$ cat config.mk
export PLATFORM = sky130hd
export DESIGN_NAME = hazard_unit_mc
export DESIGN_NICKNAME = d
export VERILOG_FILES = /design/src/rtl/hazard_unit_mc.sv
export SDC_FILE = /design/constraint.sdc
export NUM_CORES = 1
export LEC_CHECK = 0
export BUFFER_PORTS_ARGS = -buffer_cell sky130_fd_sc_hd__buf_2
export CAP_MARGIN = 15
export CORE_MARGIN = 5
export CORE_UTILIZATION = 35
export CTS_CLUSTER_DIAMETER = 40
export DETAILED_ROUTE_END_ITERATION = 16
export PLACE_DENSITY_LB_ADDON = 0.08
export SETUP_SLACK_MARGIN = 0.02
export SLEW_MARGIN = 20
export SYNTH_ARGS = -nofsm -noshare
export SYNTH_HDL_FRONTEND = slang
export SYNTH_SLANG_ARGS = --single-unit
$ cat constraint.sdc
create_clock -name clk -period 2.2 [get_ports clk]
set_input_delay 0.44 -clock clk [delete_from_list [all_inputs] [get_ports clk]]
set_output_delay 0.44 -clock clk [all_outputs]
set_load 0.01 [all_outputs]
$ cat src/rtl/hazard_unit_mc.sv
// rtl/hazard_unit_mc.sv - pipeline hazard unit with forwarding, load-use and multi-cycle MDU interlocks
module hazard_unit_mc #(
    parameter int REG_AW            = 5,
    parameter int LOAD_STALL_CYCLES = 1,
    parameter bit MDU_EN            = 1'b1,
    parameter int PERF_W            = 32
) (
    input  logic              clk,
    input  logic              reset,
    input  logic [REG_AW-1:0] rs1_d,
    input  logic [REG_AW-1:0] rs2_d,
    input  logic [REG_AW-1:0] rs1_e,
    input  logic [REG_AW-1:0] rs2_e,
    input  logic [REG_AW-1:0] rd_e,
    input  logic              result_src_e_0,
    input  logic              pc_src_e,
    input  logic              mdu_start_e,
    input  logic              mdu_done,
    input  logic [REG_AW-1:0] rd_m,
    input  logic              regwrite_m,
    input  logic [REG_AW-1:0] rd_w,
    input  logic              regwrite_w,
    output logic [1:0]        forward_operand_a_e,
    output logic [1:0]        forward_operand_b_e,
    output logic              stall_f,
    output logic              stall_d,
    output logic              stall_e,
    output logic              flush_d,
    output logic              flush_e,
    output logic              flush_m,
    output logic [PERF_W-1:0] stall_cycles
);

    typedef enum logic [1:0] {
        RUN       = 2'd0,
        LOAD_WAIT = 2'd1,
        MDU_WAIT  = 2'd2
    } state_t;

    localparam logic [3:0] LOAD_RELOAD = 4'(LOAD_STALL_CYCLES - 1);

    state_t     state;
    state_t     state_next;
    logic [3:0] wait_cnt;
    logic [3:0] wait_cnt_next;
    logic       lw_hz;
    logic       mdu_start;

    assign lw_hz     = result_src_e_0 && (rd_e != '0) && ((rs1_d == rd_e) || (rs2_d == rd_e));
    assign mdu_start = MDU_EN && mdu_start_e;

    function automatic logic [1:0] fwd_sel(input logic [REG_AW-1:0] rs);
        if ((rs != '0) && regwrite_m && (rs == rd_m))
            return 2'b10;
        else if ((rs != '0) && regwrite_w && (rs == rd_w))
            return 2'b01;
        else
            return 2'b00;
    endfunction

    always_comb begin
        forward_operand_a_e = 2'b00;
        forward_operand_b_e = 2'b00;
        if (!reset) begin
            forward_operand_a_e = fwd_sel(rs1_e);
            forward_operand_b_e = fwd_sel(rs2_e);
        end
    end

    always_comb begin
        stall_f       = 1'b0;
        stall_d       = 1'b0;
        stall_e       = 1'b0;
        flush_d       = 1'b0;
        flush_e       = 1'b0;
        flush_m       = 1'b0;
        state_next    = state;
        wait_cnt_next = wait_cnt;
        if (!reset) begin
            case (state)
                RUN: begin
                    // A taken branch squashes the D instruction, so its load-use hazard is moot.
                    if (pc_src_e) begin
                        flush_d = 1'b1;
                        flush_e = 1'b1;
                    end else if (mdu_start && !mdu_done) begin
                        stall_f    = 1'b1;
                        stall_d    = 1'b1;
                        stall_e    = 1'b1;
                        flush_m    = 1'b1;
                        state_next = MDU_WAIT;
                    end else if (mdu_start) begin
                        state_next = RUN;
                    end else if (lw_hz) begin
                        stall_f = 1'b1;
                        stall_d = 1'b1;
                        flush_e = 1'b1;
                        if (LOAD_STALL_CYCLES > 1) begin
                            wait_cnt_next = LOAD_RELOAD;
                            state_next    = LOAD_WAIT;
                        end
                    end
                end
                LOAD_WAIT: begin
                    stall_f       = 1'b1;
                    stall_d       = 1'b1;
                    flush_e       = 1'b1;
                    wait_cnt_next = wait_cnt - 4'd1;
                    if (wait_cnt == 4'd1)
                        state_next = RUN;
                end
                MDU_WAIT: begin
                    if (!mdu_done) begin
                        stall_f = 1'b1;
                        stall_d = 1'b1;
                        stall_e = 1'b1;
                        flush_m = 1'b1;
                    end else begin
                        state_next = RUN;
                    end
                end
                default: state_next = RUN;
            endcase
        end
    end

    always_ff @(posedge clk) begin
        if (reset) begin
            state        <= RUN;
            wait_cnt     <= 4'd0;
            stall_cycles <= '0;
        end else begin
            state    <= state_next;
            wait_cnt <= wait_cnt_next;
            if (stall_f && (stall_cycles != '1))
                stall_cycles <= stall_cycles + PERF_W'(1);
        end
    end

endmodule

==> results of run 1 <==
-- repair_timing --
action                     CTS  global route
setup endpoints to repair    1             5
buffers inserted             1             0
resized for setup            5             4
gates cloned                 0             1
pin swaps                    4             4
-- power groups by stage --
stage | clock network (µW) | registers [µW] | logic [µW]
5_1_grt | 495 | 599 | 208
3_3_place_gp | 0 | 613 | 179
6_report | 457 | 599 | 189
2_1_floorplan | 0 | 613 | 95.4
3_5_place_dp | 0 | 613 | 181
4_1_cts | 471 | 599 | 186
-- flip-flops by register name, summed over array words and instances, names as in the netlist --
signal / cells
state: 1
stall_cycles: 32
-- final cells by class --
cell class	instances	share of cell area [%]
clock buffers	5	2.22
clock inverters	3	0.564
inverters	7	0.846
multi-input cells	216	45.9
flip-flops and latches	33	21.4
well taps	75	3.02
repair buffers	131	26.1
-- worst register-to-register path: stages (launching register included) --
cell	delay, ps
dfxtp_2	330
ha_1	160
nand2_1	80
or2_4	270
or4b_4	550
nand3_4	120
buf_12	140
nor3_2	60
mux2_4	290
-- worst paths after layout --
kind / from / to / depth (start not counted)
worst max-delay path: rs2_e[1] / forward_operand_b_e[0] / 6
worst min-delay path: stall_cycles[27]$_SDFFE_PP0P_ / stall_cycles[27]$_SDFFE_PP0P_ / 2
worst max register to register: stall_cycles[0]$_SDFFE_PP0P_ / stall_cycles[17]$_SDFFE_PP0P_ / 8
worst min register to register: stall_cycles[27]$_SDFFE_PP0P_ / stall_cycles[27]$_SDFFE_PP0P_ / 2
-- routing by layer --
| layer | wire [µm] | vias up |
|---|---|---|
| met4 | 40 | 0 |
| li1 | - | 1240 |
| met5 | 0 | - |
| met3 | 300 | 4 |
| met1 | 2900 | 1091 |
| met2 | 2990 | 49 |
-- cells by family after synthesis --
kind of cell,count (synthesis)
DFF,33
muxes,5
and+or+nand+nor,119
adders and majority gates,1
AOI/OAI and AO/OA,60
xor gates and xnor gates,31
buffers and inverters,20
-- cells in the final DEF, fill, tap and decap left out, drive strengths merged, types with 10 or more instances in the layout --
cell / instances
buf: 130
dfxtp: 33
xnor2: 26
a21oi: 25
o21ai: 21
nand2: 19
or3: 18
nor2: 17
nand3: 15
nand4: 12
or4: 10
-- per-stage QoR --
stage / setup TNS [ps] / hold WS, ps / worst slack [ps]
floorplan: 0 / 508 / 18.2
global placement: 0 / 491 / 29.3
detailed placement: 0 / 493 / 0.806
CTS: 0 / 508 / 20.0
global route: -4.64 / 537 / -4.64
finish: 0 / 509 / 58.7
==> metrics.txt, run 1 <==
Post-DP HPWL=4910 µm; Hold Vio Cnt, Final=0; startpoint types=input pin; Root Buffer=clkbuf_8; NetSw=between 300 and 400 µW; top cells by count, synth=dfxtp_1 (33), xnor2_1 (26), a21oi_1 (23), nand2_1 (19), or3_1 (18); crit-path max FO=2; CP Buf/Inv Count=2; Hold Crit Class=reg -> reg; fin nets=~440; Pleak=about 0.0013 µW; internal power=approximately 910 µW; Post-synth EDFFs=0; final slew viol count=0; PwrDens=around 400 nW/µm²; clk sink count=33; met2 Use GR=26.2%; worst path cell trace=buf_2 > or4_1 > nor2_2 > nor4_1 > nor4_1 > buf_2; Cell variety after synth=45; Skew-Pair Late Insertion Delay=about 290 ps; Bufs on Longest Clock Path=2; PortBufs=84; DP Cell Count=460; Placement Cell Area=2940 µm²; # rows=28; Mapped Area=about 2200 µm²; fraction of registers with async set/reset=0%; flop2flop setup slack=90 ps; Worst Path Arrival=between 1500 and 2000 ps; mux contribution to synthesized area=between 2 and 3%; layout cell share with drive strength beyond 1=approximately 41%; DIE AREA=7850 µm²; synthesis-stage register bit count=33; number of inserted diodes=0; RSZ-0062 raised after global routing=true; Fmax=approximately 470 MHz; Post-Synth Adder-Cell Area=less than 1%; Seq pwr share=~48%; vias in the first global route=2289; Die Wd=slightly below 90 µm; filler cell count=roughly 600; crit path time final=about 2100 ps; Tcrit/Tclk final=between 90% and 100%; top cell type's share of synthesized area=about 31%; Post-Synth Simple-Gate Area=31.4%; cell count after synthesis=269; I/O pin cnt=between 80 and 90; largest family of logic cells by synthesized area=simple AND/OR/NAND/NOR gates; top-count cell post-synth=dfxtp_1; Synth Flop Type=dfxtp_1; initial antenna violation count=0; First DRT Iteration DRCs=a little over 50; # setup viols final=0; WP data required=1760 ps; Num CTS Buffers=5; GR Layer Usage met3=between 3 and 4%; Gate power share=15.2%; CTS tree=built; fin util=between 50 and 60%; Post-CTS Hold Fix Bufs=0; htree depth=2; max-capacitance violation count=0; Die Ht=a little under 90 µm; fin cells=between 400 and 500; global route total overflow=0; Syn Area/Cell=8.04 µm²; final WL=6230 µm; Peak VDD IR=around 0.20 mV; vias per cell=5.07; Synth Area in XOR/XNOR=roughly an eighth; global-route wire length before repair=between 10000 and 15000 µm; Synth area leaders=dfxtp_1 (31%), xnor2_1 (11%), a21oi_1 (5.3%); Clock Skew=between 10 and 15 ps; largest net degree at the start of global routing=37; vias=approximately 2400; area of the multi-input gates=1430 µm²; CTS clk-pin slew, worst paths=approximately 80 ps; Net Sw Frac=26.7%; most used routing layer=met2; drt first pass iters=6; Residual DRC=0; Routed WL per cell=around 13 µm; crit end category=primary output; register area share after synthesis=between 30 and 40%; crit path kind=in -> out; CP delay by family, top=simple AND/OR/NAND/NOR gates; met1 usage=between 20% and 30%; Finished Cell Area=3110 µm²; routability congestion estimate=approximately 0.78; Synth Area in Compound Gates=between 15 and 20%; synth warn=0; slew margin rel.=just over 70%; Seq. cell area=663 µm²; clock power share=36.7%; core box area=5960 µm²; Syn Nets=between 300 and 400; crit-path max cell delay=between 500 and 600 ps; Area Overhead vs Synth=43.6%; status=completed; slowest CP cell=or4_1; Initial Utilization=between 30% and 40%; post-synth top area cell=dfxtp_1; Tot GR Track Use=around 16%; total power=1240 µW; Antenna Violating Nets Remaining=0; Worst Max-Slew Pin Slew=between 400 and 500 ps
Note: power is estimated with default switching activity, not from simulation.
==> run 2, diff against run 1 <==
Settings changed: CORE_UTILIZATION 35 to 44.
==> metrics.txt, run 2 (synthesis results as in run 1) <==
hold_ws=about 500 ps; commonest non-fill, non-tap cells in the layout=buf_2 (79), buf_4 (49), dfxtp_1 (31); Placement Cell Area=2920 µm²; Worst Max-Slew Pin Slew=around 470 ps; Fmax=455 MHz; Seq. cell area=~660 µm²; met1 usage=approximately 25%; Skew-Pair Late Insertion Delay=roughly 290 ps; Clock Skew=between 7 and 8 ps; most used routing layer=met2; max reg flops=32; routability congestion estimate=~0.80; max-capacitance violation count=0; Hold Crit Class=reg -> reg; met2 Use GR=33.6%; fin nets=between 400 and 500; Residual DRC=0; initial antenna violation count=0; PwrDens=a little under 400 nW/µm²; fin util=roughly two thirds; final slew viol count=0; crit-path max FO=2; I/O pin cnt=85; WP data required=around 1800 ps; DIE AREA=6420 µm²; # setup viols final=0; global-route wire length before repair=just over 10000 µm; Tot GR Track Use=roughly 20%; NetSw=347 µW; RSZ-0062 raised after global routing=true; Biggest register=stall_cycles; largest net degree at the start of global routing=37; core box area=4750 µm²; CTS clk-pin slew, worst paths=70 ps; commonest non-fill, non-tap cell in the layout=buf_2; Peak VDD IR=around 0.22 mV; Final WS setup=approximately 2.6 ps; Routed WL per cell=about 14 µm; Initial Utilization=between 40 and 50%; global route total overflow=0; Antenna Violating Nets Remaining=0; Post-CTS Hold Fix Bufs=0; startpoint types=input pin; # rows=25; slew margin rel.=approximately two thirds; area of the multi-input gates=roughly 1500 µm²; layout cell share with drive strength beyond 1=42.8%; crit path kind=in -> out; Bufs on Longest Clock Path=2; Top Registers=stall_cycles: 32 flops, state: 1 flops; GR Layer Usage met3=5.04%; crit path time final=2200 ps; Area Overhead vs Synth=49.7%; Tcrit/Tclk final=between 90% and 100%; Hold Vio Cnt, Final=0; htree depth=2; Gate power share=between 15 and 20%; CTS tree=built; Seq pwr share=around 47%; vias=between 2000 and 2500; number of inserted diodes=0; vias in the first global route=approximately 2400; filler cell count=418; Finished Cell Area=3240 µm²; internal power=slightly above 900 µW; Net Sw Frac=between 20% and 30%; Num CTS Buffers=5; final WL=6530 µm; First DRT Iteration DRCs=just over 80; Post-DP HPWL=~4700 µm; drt first pass iters=4; Die Wd=roughly 80 µm; Setup WS pre-CTS=-4.99 ps; clk sink count=33; clock power share=a little over a third; Pleak=approximately 0.0013 µW; PortBufs=84; Worst Path Arrival=1760 ps; vias per cell=5.25; Root Buffer=clkbuf_8; status=completed; Die Ht=between 80 and 90 µm; crit end category=primary output
-- run 2: final timing paths --
path	start	cells after the start	slack, ps	end
hold / removal	stall_cycles[29]$_SDFFE_PP0P_	2	500	stall_cycles[29]$_SDFFE_PP0P_
setup reg to reg	state[1]$_SDFFE_PP0P_	7	90	stall_cycles[19]$_SDFFE_PP0P_
setup / recovery	rs1_e[1]	6	3	forward_operand_a_e[0]
hold reg to reg	stall_cycles[29]$_SDFFE_PP0P_	2	500	stall_cycles[29]$_SDFFE_PP0P_
-- run 2: worst max-delay path, stage by stage --
cell,delay (ps)
buf_2,110
or4_4,510
nor2_2,170
nor4_2,70
nor4_1,270
buf_2,190
-- run 2: metrics by stage --
| step | TNS, ps | power (µW) | cells |
|---|---|---|---|
| floorplan | 0 | 708 | 269 |
| global placement | 0 | 787 | 450 |
| detailed placement | -9.32 | 789 | 450 |
| CTS | 0 | 1250 | 459 |
| global route | -62.9 | 1330 | 469 |
| finish | 0 | 1270 | 469 |
-- run 2: layer usage --
metal,wire length (µm),vias up,part of all wire (%)
li1,-,1251,-
met1,2870,1135,44
met2,3180,64,49
met3,389,11,6.0
met4,94,0,1.4
met5,0,-,0
-- run 2: layout make-up --
cell class	instances	area share (%)
sequential	33	20.5
clock buffer	5	2.13
clock inverter	3	0.541
timing repair buffer	138	28.4
multi-input combinational	216	44.9
inverter	7	0.889
tap	67	2.59
-- run 2: power groups by stage --
stage	combinational, µW	sequential [µW]	clock, µW
3_3_place_gp	174	613	0
2_1_floorplan	95.4	613	0
6_report	209	599	463
4_1_cts	179	599	475
3_5_place_dp	176	613	0
5_1_grt	229	599	505
-- run 2: what timing repair did --
action / 4_1_cts / 5_1_grt
pin swaps: 3 / 12
gates resized for setup: 4 / 23
cloned: 0 / 3
endpoints found under the setup margin: 3 / 12
hold endpoints to repair: 0 / 0
buffers inserted: 1 / 7
